<file path="src/rtl/led_link_rx.sv">
// rtl/led_link_rx.sv - serial LED link receiver: 1-bit stream to RGB565 pixels with column-major position
// Optional frame CRC-16/CCITT built when LED_LINK_RX_FRAME_CRC_EN is defined; otherwise FRAME_CRC is 0.
module led_link_rx #(
  parameter int H_PIX = 320,
  parameter int V_PIX = 240,
  parameter int PIX_W = 16,
  parameter int X_W   = 9,
  parameter int Y_W   = 8
) (
  input  logic             LED_CLK,
  input  logic             W_RST,
  input  logic             LINK_RESET,
  input  logic             DATA,
  input  logic             PIX_READY,
  output logic             PIX_VALID,
  output logic [PIX_W-1:0] PIX_DATA,
  output logic [X_W-1:0]   PIX_X,
  output logic [Y_W-1:0]   PIX_Y,
  output logic             FRAME_DONE,
  output logic [15:0]      FRAME_CNT,
  output logic [7:0]       ABORT_CNT,
  output logic             OVERFLOW,
  output logic [15:0]      FRAME_CRC
);

  localparam int BC_W = $clog2(PIX_W);
  localparam logic [BC_W-1:0] BC_LAST = BC_W'(PIX_W - 1);
  localparam logic [X_W-1:0]  X_LAST  = X_W'(H_PIX - 1);
  localparam logic [Y_W-1:0]  Y_LAST  = Y_W'(V_PIX - 1);

  logic [BC_W-1:0]  bit_cnt_q, bit_cnt_d;
  logic [PIX_W-1:0] shift_q, shift_d;
  logic [X_W-1:0]   x_q, x_d;
  logic [Y_W-1:0]   y_q, y_d;
  logic             valid_q, valid_d;
  logic [PIX_W-1:0] data_q, data_d;
  logic [X_W-1:0]   px_q, px_d;
  logic [Y_W-1:0]   py_q, py_d;
  logic             done_q, done_d;
  logic [15:0]      frame_cnt_q, frame_cnt_d;
  logic [7:0]       abort_cnt_q, abort_cnt_d;
  logic             ovf_q, ovf_d;
  logic [PIX_W-1:0] pix_word;
  logic             frame_end;

  always_comb begin
    bit_cnt_d   = bit_cnt_q;
    shift_d     = shift_q;
    x_d         = x_q;
    y_d         = y_q;
    valid_d     = valid_q;
    data_d      = data_q;
    px_d        = px_q;
    py_d        = py_q;
    done_d      = 1'b0;
    frame_cnt_d = frame_cnt_q;
    abort_cnt_d = abort_cnt_q;
    ovf_d       = ovf_q;
    frame_end   = 1'b0;
    pix_word    = shift_q;
    pix_word[PIX_W-1] = DATA;

    if (valid_q && PIX_READY) valid_d = 1'b0;

    if (LINK_RESET) begin
      // bit_cnt is zero after the first cycle, so a long assertion counts once
      bit_cnt_d = '0;
      shift_d   = '0;
      x_d       = '0;
      y_d       = '0;
      if (bit_cnt_q != '0 && abort_cnt_q != 8'hFF) abort_cnt_d = abort_cnt_q + 8'd1;
    end else begin
      shift_d[bit_cnt_q] = DATA;
      if (bit_cnt_q == BC_LAST) begin
        bit_cnt_d = '0;
        if (y_q == Y_LAST) begin
          y_d = '0;
          if (x_q == X_LAST) begin
            x_d         = '0;
            frame_end   = 1'b1;
            frame_cnt_d = frame_cnt_q + 16'd1;
          end else begin
            x_d = x_q + 1'b1;
          end
        end else begin
          y_d = y_q + 1'b1;
        end
        // A held word that is not being taken this cycle wins over the new one
        if (!valid_q || PIX_READY) begin
          valid_d = 1'b1;
          data_d  = pix_word;
          px_d    = x_q;
          py_d    = y_q;
          done_d  = frame_end;
        end else begin
          ovf_d = 1'b1;
        end
      end else begin
        bit_cnt_d = bit_cnt_q + 1'b1;
      end
    end
  end

  always_ff @(posedge LED_CLK) begin
    if (W_RST) begin
      bit_cnt_q   <= '0;
      shift_q     <= '0;
      x_q         <= '0;
      y_q         <= '0;
      valid_q     <= 1'b0;
      data_q      <= '0;
      px_q        <= '0;
      py_q        <= '0;
      done_q      <= 1'b0;
      frame_cnt_q <= '0;
      abort_cnt_q <= '0;
      ovf_q       <= 1'b0;
    end else begin
      bit_cnt_q   <= bit_cnt_d;
      shift_q     <= shift_d;
      x_q         <= x_d;
      y_q         <= y_d;
      valid_q     <= valid_d;
      data_q      <= data_d;
      px_q        <= px_d;
      py_q        <= py_d;
      done_q      <= done_d;
      frame_cnt_q <= frame_cnt_d;
      abort_cnt_q <= abort_cnt_d;
      ovf_q       <= ovf_d;
    end
  end

`ifdef LED_LINK_RX_FRAME_CRC_EN
  logic [15:0] crc_q, crc_d, crc_next, fcrc_q, fcrc_d;

  always_comb begin
    crc_next = {crc_q[14:0], 1'b0} ^ ((crc_q[15] ^ DATA) ? 16'h1021 : 16'h0000);
    crc_d    = crc_q;
    fcrc_d   = fcrc_q;
    if (LINK_RESET) begin
      crc_d = 16'hFFFF;
    end else if (frame_end) begin
      fcrc_d = crc_next;
      crc_d  = 16'hFFFF;
    end else begin
      crc_d = crc_next;
    end
  end

  always_ff @(posedge LED_CLK) begin
    if (W_RST) begin
      crc_q  <= 16'hFFFF;
      fcrc_q <= '0;
    end else begin
      crc_q  <= crc_d;
      fcrc_q <= fcrc_d;
    end
  end

  assign FRAME_CRC = fcrc_q;
`else
  assign FRAME_CRC = '0;
`endif

  assign PIX_VALID  = valid_q;
  assign PIX_DATA   = data_q;
  assign PIX_X      = px_q;
  assign PIX_Y      = py_q;
  assign FRAME_DONE = done_q;
  assign FRAME_CNT  = frame_cnt_q;
  assign ABORT_CNT  = abort_cnt_q;
  assign OVERFLOW   = ovf_q;

endmodule

</file>
<file path="config.mk">
export PLATFORM = sky130hd
export DESIGN_NAME = led_link_rx
export DESIGN_NICKNAME = d
export VERILOG_FILES = /design/src/rtl/led_link_rx.sv
export SDC_FILE = /design/constraint.sdc
export NUM_CORES = 1
export LEC_CHECK = 0
export CORE_MARGIN = 3
export CORE_UTILIZATION = 58
export CTS_BUF_LIST = sky130_fd_sc_hd__clkbuf_8
export CTS_CLUSTER_DIAMETER = 80
export DETAILED_ROUTE_END_ITERATION = 7
export PLACE_DENSITY = 0.9
export SKIP_CTS_REPAIR_TIMING = 1
export SYNTH_ARGS = -nofsm -noshare
export SYNTH_HDL_FRONTEND = slang
export SYNTH_SLANG_ARGS = --single-unit
</file>
<file path="constraint.sdc">
create_clock -name LED_CLK -period 4.8 [get_ports LED_CLK]
set_input_delay 0.96 -clock LED_CLK [delete_from_list [all_inputs] [get_ports LED_CLK]]
set_output_delay 0.96 -clock LED_CLK [all_outputs]
set_load 0.02 [all_outputs]
</file>
==> impl_metrics.yaml <==
cts:
  cts_tree: "done"
  cts_buffer_depth: 2
  clock-root-buffer: "clkbuf_8"
  clkSinkCount: 96
  numCtsBuffers: 9
  h-tree-depth: 3
  clk_pin_slew_ps: 90
  clock_latency_ps: 360
timing:
  worstMarginPinSlew_ps: 1066
  finClkSkew_ps: 14.57
  final.setup.tns_ps: 0
  hold_viol_final: 0
  period_minus_slack_ps: 2874
  fin_crit_sh: 0.5989
  fmax_ghz: 0.3479
  maxSlewViolCount: 0
  slew_headroom: 0.2877
  rsz0062_at_grt: "false"
  setup_viol: 0
  whs_ps: 458.0
place:
  place_inst: 653
  io_buffers: 64
  dp.final_hpwl_um: 6505
  gp_routability_congestion: 0.8668
worst_setup_path:
  arrival_ps: 3120
  reg2reg_to: "FRAME_CNT[15]"
  worst-path-max-fanout: 13
  reg2reg_depth: 5
  cp_slowest_stage_delay_ps: 570
  crit_path_start: "LINK_RESET"
  reg2reg_from: "bit_cnt_q[0]"
  crit_required_ps: 5050
  crit_type: "in -> reg"
  crit_path_cell_trace: "clkdlybuf4s50_1 -> and4b_1 -> nand4_1 -> nor4_1 -> mux2_2"
  cp.depth: 5
  cp_num_buf_inv: 1
  crit_path_end: "FRAME_CNT[9]"
  slowest_stage: "clkdlybuf4s50_1"
  startpoint_type: "primary input"
  critPathCaptureType: "flip-flop"
  r2r_setup_slack_ps: 2100
  cp_top_family: "simple AND/OR/NAND/NOR gates"
drt:
  met2_length_um: 4740
  wl_met3_um: 453
  wl_met1_um: 4148
  drc: 0
  via_count: 3801
  drt_pass1_iterations: 5
  drt_iter0_drc: 223
  top_layer_used: "met4"
  drt-total-wl_um: 9499
  wire_per_inst_um: 14.20
  drt-vias-per-instance: 5.682
  ant_nets: 0
floorplanning:
  core_area_mm2: 0.006944
  die_w_um: 91.71
  rows: 30
  start_util: 0.6135
  die-area_mm2: 0.008410
  top_level_ports: 81
  die_h_um: 91.71
worst_hold_path:
  hp-start: "PIX_Y[1]"
  hp-class: "reg -> reg"
synth:
  synth_common_cells: "105 x nand2_1, 96 x dfxtp_1, 54 x a21oi_1"
  yosys_most_used_dff: "dfxtp_1"
  avgSynthCellArea_um2: 8.162
  async_flop_share: 0
  syn_area_mm2: 0.004260
  syn_inst: 522
  ys_ff_latch: 96
  netlist_top_cells_area: "dfxtp_1 45%, nand2_1 9.3%, a21oi_1 6.3%, nor2_1 3.5%, nand3_1 3.1%"
  yosysMostFrequentCell: "nand2_1"
  ys_seq_area_frac: 0.4511
  yosysUniqueCellTypes: 42
  yosysTopAreaCell: "dfxtp_1"
  yosys_warnings: 0
  synth_edf_count: 0
  netlist.area_leader.share: 0.4511
global_route:
  grt_overflow: 0
  gr-usage-all-layers: 0.2299
  antenna_found_initial: 0
  grt_max_degree: 38
  grt_pass1_vias: 3602
  grt_pass1_wl_um: 16140
finish:
  area_delta_synth_final_pct: 18.83
  final_layout_size_suffix_gt1_frac: 0.06457
  num_antenna_cells: 0
  fin_nets: 581
  stdcell_count: 669
pwr:
  powerDensity_mw_per_mm2: 277.1
  ir_drop_uv: 176.1
  leakagePower_nw: 1.721
run:
  max_cap_violations: 0
status:
  outcome: "finished clean"
==> logic make-up (layout without fill, tap and decap cells) <==
kind of cell | Yosys count | in the layout | share of synthesized area
compound gates | 74 | 74 | 0.09427
simple gates | 256 | 256 | 0.2907
fa+ha+maj | 8 | 8 | 0.02350
buf+inv | 54 | 90 | 0.06285
mux | 19 | 19 | 0.04787
xor+xnor | 14 | 14 | 0.02878
other cells | 1 | 16 | 0.0008802
flops | 96 | 96 | 0.4511
==> layout make-up <==
type                            count  area, µm²
Multi-Input combinational cell    387       2132
Sequential cell                    96       1922
Fill cell                         552       1882
Timing Repair Buffer               66      650.6
Clock buffer                       10      137.6
Tap cell                           96      120.1
Clock inverter                      6      70.07
Inverter                            8      30.03
==> state kept, by name (all words and copies together), names as in the netlist <==
signal and count:
OVERFLOW 1, x_q 9, PIX_X 9, bit_cnt_q 4, PIX_DATA 16, y_q 8
ABORT_CNT 8, PIX_Y 8, FRAME_DONE 1, shift_q 15, PIX_VALID 1, FRAME_CNT 16
==> placed cells by master (no fill, tap or decap), types with 3 or more instances in the layout <==
master,instances
or2_2,3
xnor2_1,7
nand2_1,105
nor4_1,10
xor2_1,7
clkdlybuf4s50_1,63
inv_6,4
and4_1,4
nor3_1,9
or4_1,7
mux2i_1,8
o31ai_1,4
mux2_2,11
clkbuf_8,10
nor2_1,40
dfxtp_1,96
nand3_1,26
and3_1,7
o21ai_0,7
conb_1,16
ha_1,8
nor2b_1,15
nand4_1,12
or3_1,4
a21oi_1,54
inv_1,8
==> worst reg2reg max path, stage by stage, from the launching register on <==
cell	delay, ps
dfxtp_1	420
ha_1	370
nand3_2	290
or4_1	730
nor4_1	420
mux2_2	370
==> per-stage QoR <==
step                      power (W)  utilization  cell area, µm²  setup slack [ps]
after floorplan           0.0008666            -            4317              2358
after global placement    0.0008659       0.6991            4855              1684
after detailed placement  0.0008671       0.6991            4855              1570
after CTS                  0.001406       0.7290            5062              1940
after global routing       0.001443       0.7290            5062              1757
final                      0.001403       0.7290            5062              1926
==> metal layers <==
| metal | vias up | track usage |
|---|---|---|
| li1 | 1842 | - |
| met1 | 1827 | 0.2837 |
| met2 | 115 | 0.3974 |
| met3 | 17 | 0.03938 |
| met4 | 0 | 0.09282 |
| met5 | - | 0 |
==> worst min-delay path by stage <==
stage	endpoint	slack, ps	cells past startpoint
after floorplan	PIX_DATA[11]	430	2
after global placement	PIX_Y[3]	440	2
after detailed placement	PIX_Y[1]	450	2
after CTS	PIX_Y[1]	460	2
after global routing	PIX_Y[3]	480	2
final	PIX_Y[1]	460	2
==> report_power, final <==
group / internal [W] / switching, W
Sequential: 0.000798 / 0.00000252
Clock: 0.000262 / 0.000292
Combinational: 0.0000111 / 0.0000376
Note: power is estimated with default switching activity, not from simulation.
